### src/rtl/packet_header_encoder.sv
// packet_header_encoder: builds the header word from a packet descriptor, then
// streams the header and payload words toward the write arbiter with sop/eop
// framing. One registered output stage with valid/ready backpressure on the
// descriptor, payload and output interfaces.
module packet_header_encoder #(
  parameter int arbiter_data_width = 64,
  parameter int priority_width     = 3,
  parameter int des_port_width     = 4,
  parameter int pack_length_width  = 7,
  parameter int pkt_count_width    = 16
) (
  input  logic                          clk,
  input  logic                          rst_n,
  input  logic                          desc_valid,
  output logic                          desc_ready,
  input  logic [priority_width-1:0]     desc_priority,
  input  logic [des_port_width-1:0]     desc_des_port,
  input  logic [pack_length_width-1:0]  desc_pack_length,
  input  logic                          pay_valid,
  output logic                          pay_ready,
  input  logic [arbiter_data_width-1:0] pay_data,
  output logic                          out_valid,
  input  logic                          out_ready,
  output logic [arbiter_data_width-1:0] out_data,
  output logic                          out_sop,
  output logic                          out_eop,
  output logic                          busy,
  output logic [pkt_count_width-1:0]    pkt_count
);

  localparam int hdr_width = des_port_width + priority_width + pack_length_width;
  localparam logic [pack_length_width-1:0] len_one = 1;

  typedef enum logic {
    IDLE,
    PAYLOAD
  } state_t;

  state_t                          state_q;
  state_t                          state_d;
  logic                            ld;
  logic                            desc_hs;
  logic                            pay_hs;
  logic                            last_word;
  logic [pack_length_width-1:0]    len_q;
  logic [pack_length_width-1:0]    word_cnt;
  logic [arbiter_data_width-1:0]   header_word;

  // The output register may take a new word when empty or when its word leaves.
  assign ld        = !out_valid || out_ready;
  assign desc_hs   = desc_valid && ld && (state_q == IDLE);
  assign pay_hs    = pay_valid && ld && (state_q == PAYLOAD);
  assign last_word = (word_cnt == (len_q - len_one));
  assign busy      = (state_q == PAYLOAD) || out_valid;

  // Header layout: length above priority above destination port, upper bits zero.
  always_comb begin
    header_word = '0;
    header_word[hdr_width-1:0] = {desc_pack_length, desc_priority, desc_des_port};
  end

  // Next-state and handshake ready decode.
  always_comb begin
    state_d    = state_q;
    desc_ready = 1'b0;
    pay_ready  = 1'b0;
    case (state_q)
      IDLE: begin
        desc_ready = ld;
        if (desc_hs && (desc_pack_length != '0)) begin
          state_d = PAYLOAD;
        end
      end
      PAYLOAD: begin
        pay_ready = ld;
        if (pay_hs && last_word) begin
          state_d = IDLE;
        end
      end
      default: state_d = IDLE;
    endcase
  end

  // State register.
  always_ff @(posedge clk or negedge rst_n) begin
    if (!rst_n) begin
      state_q <= IDLE;
    end else begin
      state_q <= state_d;
    end
  end

  // Output word register plus the latched length and payload word counter.
  always_ff @(posedge clk or negedge rst_n) begin
    if (!rst_n) begin
      out_valid <= 1'b0;
      out_data  <= '0;
      out_sop   <= 1'b0;
      out_eop   <= 1'b0;
      len_q     <= '0;
      word_cnt  <= '0;
    end else if (ld) begin
      if (desc_hs) begin
        out_data  <= header_word;
        out_sop   <= 1'b1;
        out_eop   <= (desc_pack_length == '0);
        out_valid <= 1'b1;
        len_q     <= desc_pack_length;
        word_cnt  <= '0;
      end else if (pay_hs) begin
        out_data  <= pay_data;
        out_sop   <= 1'b0;
        out_eop   <= last_word;
        out_valid <= 1'b1;
        word_cnt  <= word_cnt + len_one;
      end else begin
        out_valid <= 1'b0;
        out_sop   <= 1'b0;
        out_eop   <= 1'b0;
      end
    end
  end

  // Count packets whose eop word has been accepted downstream.
  always_ff @(posedge clk or negedge rst_n) begin
    if (!rst_n) begin
      pkt_count <= '0;
    end else if (out_valid && out_ready && out_eop) begin
      pkt_count <= pkt_count + 1'b1;
    end
  end

endmodule

### config.mk
export PLATFORM = sky130hd
export DESIGN_NAME = packet_header_encoder
export DESIGN_NICKNAME = d
export VERILOG_FILES = /design/src/rtl/packet_header_encoder.sv
export SDC_FILE = /design/constraint.sdc
export NUM_CORES = 1
export LEC_CHECK = 0
export CORE_UTILIZATION = 40
export CTS_CLUSTER_SIZE = 8
export DETAILED_ROUTE_END_ITERATION = 10
export PLACE_DENSITY_LB_ADDON = 0.2
export SLEW_MARGIN = 40
export SYNTH_ARGS = -nofsm -noshare
export SYNTH_HDL_FRONTEND = slang
export SYNTH_SLANG_ARGS = --single-unit
### constraint.sdc
create_clock -name clk -period 3.42 [get_ports clk]
set_clock_uncertainty 0.15 [all_clocks]
set_input_delay 0.855 -clock clk [delete_from_list [all_inputs] [get_ports clk]]
set_output_delay 0.855 -clock clk [all_outputs]
set_load 0.005 [all_outputs]
* Word-level counts from Yosys, hierarchy flattened *
Index checks and enable logic that the tools add are counted.

cells by class
  reduce and logical (&&, ||, !) cells = 16
  add/subtract/negate cells = 3
  bitwise operators = 1
  equality and inequality tests = 1
  multiplexer cells = 14

operators with widths
  cell                   count
  $mux 64                2
  $add 16x1->16 const B  1
  $mux 7                 2
  $mux 1                 9
  $logic_and 1x1->1      8
  $add 7x1->7 const B    1
  $eq 7x7->1             1
  $logic_not 7->1        1
  $reduce_bool 7->1      1
  $sub 7x1->7 const B    1
  $reduce_and 2->1       2
  $logic_or 1x1->1       2
  $pmux 1 s2             1
  $reduce_bool 2->1      1
  $logic_not 1->1        1
  $not 1->1              1

word-level totals
  output and inout port bits = 86
  input bits = 83
  register bits after elaboration = 98
  word-level logic and storage cells = 43

* Logic depth before layout (Yosys ltp) *
Gate-level depths: netlist of run 1.

  depth in word-level cells = 7
  gate-level depth with buffers = 8
  depth with buffers taken out = 7

* Worst setup path before layout of run 1 *
No wires, ideal clock.

  kind = in2reg
  start = input port out_ready
  end = register out_data[37]
  buffers on the path = 2
  arrival = 2059 ps
  stages = 6
  required time = 3204 ps
  library setup time = 66 ps
  slack = 1145 ps
  cells stage by stage = nand2b_1 and3_1 buf_2 nor2_1 clkbuf_1 a22o_1

on the way
  longest elaborated chain between the ends = 5
  elaborated cells between the ends (all ways) = 8
  classes of those cells = mux: 1; reduce/logical: 7

RTL lines
  item                                                       line    RTL
  start: declaration                                         23      input logic out_ready,
  $logic_or 1x1->1 (*)                                       50      assign ld = !out_valid || out_ready;
  $logic_and 1x1->1, on equally long branches (2 in series)  51, 52
  $reduce_bool 2->1 (no source line)                         -
  $reduce_and 2->1 (no source line)                          -
  end signal: assignment                                     104     out_data <= header_word;
  end signal: assignment                                     111     out_data <= pay_data;
  end: declaration                                           24      output logic [arbiter_data_width-1:0] out_data,

Every way passes the cells marked *; elsewhere a longest branch is shown, timed or not.
A chain may end at the register's enable or synchronous reset.

* Worst setup path after layout of run 1 *
  start = input port out_ready
  end = output port desc_ready

on the way
  longest elaborated chain between the ends = 2

RTL lines
  item              line  RTL
  $logic_or 1x1->1  50
  $mux 1            67    case (state_q)
  end: declaration  15    output logic desc_ready,

Every way passes these cells.

==> reports/results.tsv, run 1 <==
stage	metric	value	unit
die	initial core utilization	41.4	%
outcome	status	completed	
clock_tree	CTS Buf Count	9	
yosys	ys flop type	dfrtp_1	
die	Die X	103	µm
sta	Rel. slew slack	53.4	%
yosys	Synth cell types	39	
sta	f_max	306	MHz
clock_tree	Num Clock Sinks	98	
die	CORE AREA	9770	µm²
layout	diode count	0	
yosys	Netlist Area Pre-Place	4050	µm²
power	Net Sw Frac	31.6	%
yosys	post-synth top area share	60.5	%
yosys	most common cell in the netlist	dfrtp_1	
sta	max-slew violations	0	
critical_path	CP Max Fanout	4	
yosys	Gate Count Post-Synth	348	
clock_tree	Reg clk slew, reported paths	0.09	ns
clock_tree	CTS tree	done	
yosys	syn nets	434	
layout	share of cells above drive strength 1	5.78	%
routing	Routed WL	10100	µm
layout	Non-Filler Instances	652	
power	Max VDD drop	0.349	mV
routing	Vias	3298	
critical_path	Critical Path RT	2.41	ns
clock_tree	PostCTS Resize Cnt	0	
yosys	Commonest cells post-synth	dfrtp_1, a22o_1, nand2_1, nor2_1, xnor2_1	
sta	setup TNS	0	ns
sta	endpoints failing setup	0	
grt	first-pass GRT wire length	16400	µm
sta	worst hold slack	0.339	ns
grt	largest net degree at the start of global routing	54	
grt	grt ovf	0	
sta	Final Critical Period	3.27	ns
hold_path	type of the worst min-delay path	reg -> reg	
yosys	number of flops mapped to enable cells by yosys	0	
yosys	Yosys warnings	0	
grt	GRT Total Usage	20.3	%
clock_tree	Post-CTS Repair Setup Buffers	0	
yosys	syn_area_per_cell	11.6	µm²
power	Gate power share	41.4	%
die	IO Count	169	
layout	Multi-input gate area	1500	µm²
die	die area	10500	µm²
placement	DP HPWL	7230	µm
routing	DRC	0	
routing	DR WL/cell	15.5	µm
power	register share of total power	42.5	%
sta	period utilization	95.6	%
die	Die Ht	103	µm
yosys	ys async rst share	100	%
critical_path	slowest stage delay, CP	0.51	ns
critical_path	crit path cell chain	clkdlybuf4s50_1 > and2b_2 > nor2_1 > clkdlybuf4s50_1	
critical_path	slowest CP cell	clkdlybuf4s50_1	
sta	RSZ-0062 raised after global routing	no	
clock_tree	Skew-Pair Late Insertion Delay	0.35	ns
critical_path	CP startpoint kind	primary input	
clock_tree	root buf cell	clkbuf_8	
power	Pint	3.10	mW
routing	routed vias/inst	5.06	
yosys	sequential share of the synthesized area	60.5	%
power	PD cells	745	nW/µm²
placement	routability congestion estimate	0.757	
sta	worst slew pin tran	0.697	ns
yosys	synthesis-stage register bit count	98	
clock_tree	H-tree levels	3	
placement	Post-Place Setup Slack	0.153	ns
clock_tree	hold_buf cts	0	
sta	Final WS setup	0.152	ns
layout	Nets	600	
routing	DRT antenna net count	0	
critical_path	Crit. End Element	primary output	
layout	P&R area growth vs syn	50.0	%
critical_path	WP data arrival	2.26	ns
clock_tree	CTS max path bufs	2	
placement	port bufs	168	
grt	initial antenna violation count	0	
layout	Sequential Area	2450	µm²
yosys	top cells by area, synth	dfrtp_1, a22o_1, nand2_1	
placement	cell count after placement	636	
power	Clock Power Share	16.1	%
grt	vias in the first global route	3380	
routing	1st-pass router iterations	4	
die	row count	36	
sta	final hold viol count	0	
power	Net Sw Power	1.43	mW
run	Max-cap violations	0	
critical_path	kind of critical path	in -> out	
layout	filler cell count	820	
yosys	largest area contributor in the netlist	dfrtp_1	
critical_path	most used cell, CP	clkdlybuf4s50_1	
power	leak pwr	2.68	nW
routing	Initial DRC Count	84	
[final timing paths]
check | from | to | slack [ns] | depth (start not counted)
setup reg to reg | len_q[0] | state_q | 1.20 | 7
max in group asynchronous | rst_n | pkt_count[5] | 2.08 | 2
hold / removal | out_sop | out_sop | 0.34 | 2
hold reg to reg | out_sop | out_sop | 0.34 | 2
setup / recovery | out_ready | desc_ready | 0.15 | 4
min in group asynchronous | rst_n | out_data[0] | 0.36 | 1
[per-stage QoR]
stage	util [%]	instance area, µm²	power, mW
3_3_place_gp	60.2	5880	3.78
4_1_cts	62.1	6070	4.58
3_5_place_dp	60.2	5880	3.83
6_report	62.1	6070	4.53
5_1_grt	62.1	6070	4.84
2_1_floorplan	-	4050	2.72
[power groups by stage]
stage	registers [mW]	logic [mW]	clock network, mW
after global placement	1.93	1.86	0
after global routing	1.98	2.05	0.801
final	1.93	1.87	0.730
after floorplan	1.90	0.814	0
after CTS	1.93	1.90	0.754
after detailed placement	1.92	1.91	0
[sequential cells by signal, summed over array words and instances (netlist names)]
name and count:
len_q 7, out_data 64, out_eop 1, out_sop 1, out_valid 1, pkt_count 16, state_q 1, word_cnt 7
[worst max-delay path: cells and delay by family]
kind / cells / cell delay [ns]
AND/OR/NAND/NOR: 2 / 0.38
buffers and inverters: 2 / 1.02
[cell type report]
type / count / share of cell area, %
clock buffers: 9 / 2.04
clock inverters: 7 / 1.15
inverters: 4 / 0.247
multi-input cells: 227 / 24.7
flip-flops and latches: 98 / 40.4
well taps: 133 / 2.74
repair buffers: 174 / 28.8
[layer usage]
metal	vias to the layer above	GRT usage (%)	routed length, µm
met1	1618	25.3	4330
met4	0	5.05	73
met3	8	7.59	733
met5	-	0	0
li1	1572	-	-
met2	100	33.3	4990
[placed cells by master, fill, tap and decap left out, types with 5 or more instances in the layout]
cell type        count
a22o_1              51
a31oi_1              8
buf_4                5
clkbuf_8             9
clkdlybuf4s50_1    167
dfrtp_1             98
mux2i_1              7
nand2_1             51
nand3_1              8
nor2_1              16
nor3_1               5
o21ai_0             12
xnor2_1             16
xor2_1              10
[cell families (layout without fill, tap and decap cells)]
logic type | after synthesis | in the layout | share of synthesized area (%)
XOR/XNOR | 26 | 26 | 5.62
adder cells (fa/ha/maj) | 3 | 3 | 0.927
AND/OR/NAND/NOR | 108 | 108 | 12.5
multiplexers | 7 | 7 | 1.73
buffers and inverters | 23 | 194 | 2.69
AO/OA/AOI/OAI | 83 | 83 | 15.9
flip-flops | 98 | 98 | 60.5
No activity file was read; power rests on OpenSTA's default activity.
==> inputs of run 2 (changes only) <==
--- a/config.mk
+++ b/config.mk
@@ -5,7 +5,7 @@
 export SDC_FILE = /design/constraint.sdc
 export NUM_CORES = 1
 export LEC_CHECK = 0
-export CORE_UTILIZATION = 40
+export CORE_UTILIZATION = 46
 export CTS_CLUSTER_SIZE = 8
 export DETAILED_ROUTE_END_ITERATION = 10
 export PLACE_DENSITY_LB_ADDON = 0.2
==> run 2 against run 1 <==
Wire length grew 0.49%. Sequential share of layout area up 0.32 points. Core utilization is 9.8 points higher. Setup slack hardly changed. Via count rose by 1.2%. Sequential power about the same. Global-route usage increased by 3.2 points. First-iteration DRC count rose by 6.0%. Worst hold slack worse by 0.0056 ns. Total power is 0.14% higher. Fmax about the same. Critical path type unchanged.
==> reports/results.tsv, run 2 (synthesis gave the netlist of run 1 again) <==
stage	metric	value	unit	change
sta	final hold viol count	0		unchanged
layout	max reg flops	64		unchanged
critical_path	most used cell, CP	clkdlybuf4s50_1		
die	Die Ht	95.8	µm	-6.6%
sta	f_max	306	MHz	about the same
clock_tree	PostCTS Resize Cnt	0		unchanged
clock_tree	Reg clk slew, reported paths	0.09	ns	about the same
critical_path	CP Max Fanout	4		unchanged
routing	Vias	3338		+1.2%
sta	endpoints failing setup	0		unchanged
placement	DP HPWL	7350	µm	+1.6%
clock_tree	root buf cell	clkbuf_8		
layout	filler cell count	609		-26%
clock_tree	CTS max path bufs	2		unchanged
die	row count	33		-8.3%
sta	setup TNS	0	ns	unchanged
critical_path	Critical Path RT	2.41	ns	about the same
routing	1st-pass router iterations	4		unchanged
routing	Routed WL	10200	µm	+0.49%
grt	vias in the first global route	3380		unchanged
critical_path	crit path cell chain	clkdlybuf4s50_1 > and2b_2 > nor2_1 > clkdlybuf4s50_1		
sta	Final Critical Period	3.27	ns	+0.000227 ns
die	Die X	95.8	µm	-6.6%
layout	Multi-input gate area	1500	µm²	unchanged
layout	post-route cell area	6030	µm²	-0.78%
clock_tree	CTS tree	done		
grt	global routing's busiest layer	met2		
routing	DRC	0		unchanged
die	initial core utilization	48.3	%	+6.9 points
clock_tree	CTS Buf Count	9		unchanged
placement	Post-DP Area	5830	µm²	-0.81%
layout	biggest regs	out_data (64), pkt_count (16)		
sta	Rel. slew slack	56.4	%	+2.9 points
critical_path	slowest stage delay, CP	0.52	ns	about the same
layout	post-route core utilization	71.9	%	+9.8 points
power	leak pwr	2.67	nW	-0.57%
die	IO Count	169		unchanged
critical_path	kind of critical path	in -> out		
grt	GR Util met3	8.06	%	+0.46 points
placement	port bufs	168		unchanged
clock_tree	Post-CTS Repair Setup Buffers	0		unchanged
sta	RSZ-0062 raised after global routing	no		
sta	worst slew pin tran	0.638	ns	-0.0588 ns
routing	DRT antenna net count	0		unchanged
die	CORE AREA	8380	µm²	-14%
grt	initial antenna violation count	0		unchanged
layout	commonest non-fill, non-tap cell in the layout	clkdlybuf4s50_1		
clock_tree	H-tree levels	3		unchanged
grt	grt ovf	0		unchanged
outcome	status	completed		
routing	DR WL/cell	16.3	µm	+5.0%
critical_path	Crit. End Element	primary output		
grt	largest net degree at the start of global routing	54		unchanged
sta	period utilization	95.6	%	about the same
layout	P&R area growth vs syn	48.8	%	
critical_path	slowest CP cell	clkdlybuf4s50_1		
run	Max-cap violations	0		unchanged
die	die area	9180	µm²	-13%
critical_path	CP startpoint kind	primary input		
power	Max VDD drop	0.434	mV	+24%
layout	diode count	0		unchanged
clock_tree	hold_buf cts	0		unchanged
clock_tree	Skew-Pair Late Insertion Delay	0.35	ns	about the same
layout	commonest non-fill, non-tap cells in the layout	clkdlybuf4s50_1, dfrtp_1, nand2_1, a22o_1		
clock_tree	Num Clock Sinks	98		unchanged
grt	global routing usage on met1	28.7	%	+3.4 points
sta	max-slew violations	0		unchanged
placement	routability congestion estimate	0.804		+6.2%
hold_path	type of the worst min-delay path	in -> async		
power	PD cells	752	nW/µm²	+0.93%
layout	share of cells above drive strength 1	5.59	%	-0.19 points
grt	GRT Total Usage	23.5	%	+3.2 points
routing	Initial DRC Count	89		+6.0%
layout	Top reg by flops	out_data		
layout	Nets	600		unchanged
critical_path	WP data arrival	2.26	ns	about the same
routing	routed vias/inst	5.35		+5.8%
grt	first-pass GRT wire length	16400	µm	-0.21%
grt	met2 Use GR	39.2	%	+5.9 points
layout	Sequential Area	2450	µm²	unchanged
==> run 2: cell count changes in the layout (fill, tap and decap cells not counted), sizes merged <==
| cell | before | now |
|---|---|---|
| clkbuf | 9 | 10 |
| clkinv | 5 | 1 |
| clkinvlp | 1 | 3 |
| inv | 4 | 5 |
==> run 2: worst paths after layout <==
| path | startpoint | endpoint | slack [ns] | cells after the start |
|---|---|---|---|---|
| max | out_ready | desc_ready | 0.15 | 4 |
| min | rst_n | out_data[10] | 0.33 | 1 |
| max reg2reg | len_q[0] | state_q | 1.15 | 7 |
| min reg2reg | out_sop | out_sop | 0.34 | 2 |
| max in group asynchronous | rst_n | pkt_count[5] | 2.11 | 2 |
| min in group clk | out_sop | out_sop | 0.34 | 2 |
==> run 2: area by class of cell <==
class                      instances  share of cell area (%)
inverter                           4                   0.249
clock inverter                     6                    1.10
clock buffer                      10                    2.12
tap                              105                    2.18
multi-input combinational        227                    24.8
timing repair buffer             174                    28.8
sequential                        98                    40.7
==> run 2: routing by layer <==
metal	wire length [µm]	vias to the layer above
met3	774	15
met5	0	-
met4	182	0
met1	4190	1626
met2	5030	126
li1	-	1571
==> run 2: worst max-delay path, delay by kind of cell <==
family | cells | cell delay, ns
buffers and inverters | 2 | 1.03
AND/OR/NAND/NOR | 2 | 0.39
==> run 2: stage by stage <==
stage | worst slack (ns) | total power [mW] | std cells | hold WS (ns)
final | 0.152 | 4.53 | 624 | 0.333
after global routing | 0.0884 | 4.83 | 624 | 0.358
after CTS | 0.153 | 4.58 | 624 | 0.348
after detailed placement | 0.160 | 3.82 | 608 | 0.328
after global placement | 0.164 | 3.75 | 608 | 0.314
after floorplan | 1.14 | 2.72 | 348 | 0.315
==> run 2: where the power goes <==
group | internal, mW | leakage, nW | total (mW) | switching (mW)
sequential | 1.59 | 1.23 | 1.93 | 0.342
combinational | 1.16 | 1.35 | 1.87 | 0.708
clock | 0.340 | 0.0889 | 0.735 | 0.395
==> inputs of run 3 (changes only) <==
--- a/config.mk
+++ b/config.mk
@@ -5,6 +5,7 @@
 export SDC_FILE = /design/constraint.sdc
 export NUM_CORES = 1
 export LEC_CHECK = 0
+export CAP_MARGIN = 20
 export CORE_UTILIZATION = 46
 export CTS_CLUSTER_SIZE = 8
 export DETAILED_ROUTE_END_ITERATION = 10
==> constraint.sdc (replaced) <==
create_clock -name clk -period 3.42 [get_ports clk]
set_clock_uncertainty 0.15 [all_clocks]
set_input_delay 0.684 -clock clk [delete_from_list [all_inputs] [get_ports clk]]
set_output_delay 0.684 -clock clk [all_outputs]
set_load 0.005 [all_outputs]
==> run 3 against run 2 <==
Combinational power about the same. Register-to-register slack improved by 0.02 ns. Die area unchanged. Sequential share of layout area decreased by 0.30 points. Critical path depth unchanged. Worst hold slack got worse by 0.17 ns. Setup slack improved by 0.32 ns. Core utilization increased by 0.54 points. Via count decreased by 1.1%. First-iteration DRC count decreased by 19%. Global-route usage decreased by 0.15 points. Sequential power about the same. Critical endpoint unchanged. Largest cell class unchanged. Largest power group unchanged.
==> reports/results.tsv, run 3 (synthesis gave the netlist of run 1 again) <==
stage	metric	value	unit	change
outcome	status	completed		
clock_tree	CTS tree	done		
layout	Non-Filler Instances	623		-0.16%
die	row count	33		unchanged
die	die area	9180	µm²	unchanged
power	PD cells	751	nW/µm²	-0.10%
power	Gate power share	41.6	%	+0.4 points
clock_tree	CTS Buf Count	9		unchanged
grt	initial antenna violation count	0		unchanged
layout	share of cells above drive strength 1	5.60	%	+0.011 points
power	leak pwr	2.69	nW	+0.86%
power	total design power	4.56	mW	+0.65%
critical_path	CP startpoint kind	primary input		
grt	GRT Total Usage	23.3	%	-0.15 points
clock_tree	root buf cell	clkbuf_8		
critical_path	kind of critical path	in -> out		
routing	1st-pass router iterations	4		unchanged
grt	grt ovf	0		unchanged
placement	port bufs	168		unchanged
clock_tree	PostCTS Resize Cnt	0		unchanged
routing	routed vias/inst	5.30		-0.95%
hold_path	type of the worst min-delay path	in -> async		
critical_path	Critical Path RT	2.59	ns	+0.18 ns
critical_path	slowest CP cell	clkdlybuf4s50_1		
die	Die Ht	95.8	µm	unchanged
layout	diode count	0		unchanged
critical_path	CP Max Fanout	4		unchanged
die	CORE AREA	8380	µm²	unchanged
sta	Final Critical Period	2.95	ns	-0.320 ns
clock_tree	H-tree levels	3		unchanged
sta	setup TNS	0	ns	unchanged
layout	P&R area growth vs syn	49.9	%	
clock_tree	Num Clock Sinks	98		unchanged
layout	max reg flops	64		unchanged
critical_path	WP data arrival	2.11	ns	-0.15 ns
routing	DRC	0		unchanged
die	Die X	95.8	µm	unchanged
routing	DR WL/cell	16.0	µm	-1.9%
power	Clock Power Share	16.1	%	about the same
run	Max-cap violations	0		unchanged
power	Pint	3.14	mW	+1.7%
die	IO Count	169		unchanged
power	Net Sw Power	1.42	mW	-1.6%
placement	DP HPWL	7160	µm	-2.6%
power	Max VDD drop	0.375	mV	-14%
routing	Routed WL	9960	µm	-2.1%
sta	f_max	339	MHz	+11%
critical_path	R2R cell count	6		-1
sta	worst slew pin tran	0.690	ns	+0.0520 ns
power	register share of total power	42.3	%	-0.3 points
layout	biggest regs	out_data (64), pkt_count (16)		
sta	endpoints failing setup	0		unchanged
placement	routability congestion estimate	0.853		+6.1%
grt	first-pass GRT wire length	16200	µm	-1.2%
clock_tree	hold_buf cts	0		unchanged
power	Net Sw Frac	31.1	%	-0.72 points
sta	max-slew violations	0		unchanged
sta	worst hold slack	0.160	ns	-0.173 ns
critical_path	setup slack, reg-to-reg	1.17	ns	+0.02 ns
layout	Top reg by flops	out_data		
clock_tree	Reg clk slew, reported paths	0.09	ns	about the same
die	initial core utilization	48.3	%	unchanged
clock_tree	Skew-Pair Late Insertion Delay	0.35	ns	about the same
sta	Rel. slew slack	53.9	%	-2.5 points
critical_path	most used cell, CP	clkdlybuf4s50_1		
grt	largest net degree at the start of global routing	54		unchanged
clock_tree	Post-CTS Repair Setup Buffers	0		unchanged
layout	filler cell count	651		+6.9%
layout	commonest non-fill, non-tap cell in the layout	clkdlybuf4s50_1		
layout	Nets	601		+0.17%
routing	DRT antenna net count	0		unchanged
routing	Initial DRC Count	72		-19%
sta	RSZ-0062 raised after global routing	no		
critical_path	Crit. End Element	primary output		
sta	period utilization	86.2	%	-9.4 points
sta	final hold viol count	0		unchanged
layout	commonest non-fill, non-tap cells in the layout	clkdlybuf4s50_1, dfrtp_1, nand2_1, a22o_1		
critical_path	slowest stage delay, CP	0.53	ns	about the same
critical_path	Reg-to-Reg Start	out_valid		
critical_path	crit path cell chain	clkdlybuf4s50_1 > and2b_2 > nor2_1 > clkdlybuf4s50_1		
clock_tree	CTS max path bufs	2		unchanged
routing	Vias	3301		-1.1%
critical_path	R2R Path End	out_eop		
placement	cell count after placement	609		+0.16%
grt	vias in the first global route	3365		-0.44%
[run 3: worst max-delay path by stage]
| stage | startpoint | depth (start not counted) | to |
|---|---|---|---|
| final | out_ready | 4 | desc_ready |
| after global routing | out_ready | 4 | desc_ready |
| after CTS | out_ready | 4 | desc_ready |
| after detailed placement | out_ready | 7 | out_eop |
| after global placement | out_ready | 7 | out_eop |
| after floorplan | out_ready | 6 | out_data[37] |
[run 3: power groups by stage]
stage	Clock, mW	Combinational, mW	Sequential [mW]
after floorplan	0	0.814	1.90
after global placement	0	1.82	1.92
after detailed placement	0	1.92	1.92
after CTS	0.753	1.92	1.93
after global routing	0.811	2.06	2.00
final	0.735	1.90	1.93
[run 3: per-layer routing]
metal	wire length, µm	vias up	part of all wire, %	global-route usage [%]
met4	176	0	1.8	8.83
met5	0	-	0	0
met3	693	13	7.0	7.66
met2	4980	109	50	38.2
li1	-	1570	-	-
met1	4110	1609	41	28.8
[run 3: layout make-up]
| type | instances | area [µm²] | area share (%) |
|---|---|---|---|
| Clock inverter | 4 | 53.8 | 0.886 |
| Tap cell | 105 | 131 | 2.16 |
| Sequential cell | 98 | 2450 | 40.4 |
| Inverter | 4 | 15.0 | 0.247 |
| Clock buffer | 10 | 138 | 2.27 |
| Multi-Input combinational cell | 227 | 1500 | 24.7 |
| Timing Repair Buffer | 175 | 1780 | 29.4 |
[run 3: worst max-delay path: cells and delay by family]
family / cells / cell delay (ns)
simple gates: 2 / 0.40
buf+inv: 2 / 1.03
[run 3: through the flow]
stage / cell area (µm²) / setup slack, ns / utilization, %
floorplan: 4050 / 1.32 / -
global route: 6070 / 0.411 / 72.4
global placement: 5830 / 0.385 / 69.5
CTS: 6070 / 0.466 / 72.4
finish: 6070 / 0.472 / 72.4
detailed placement: 5880 / 0.364 / 70.2
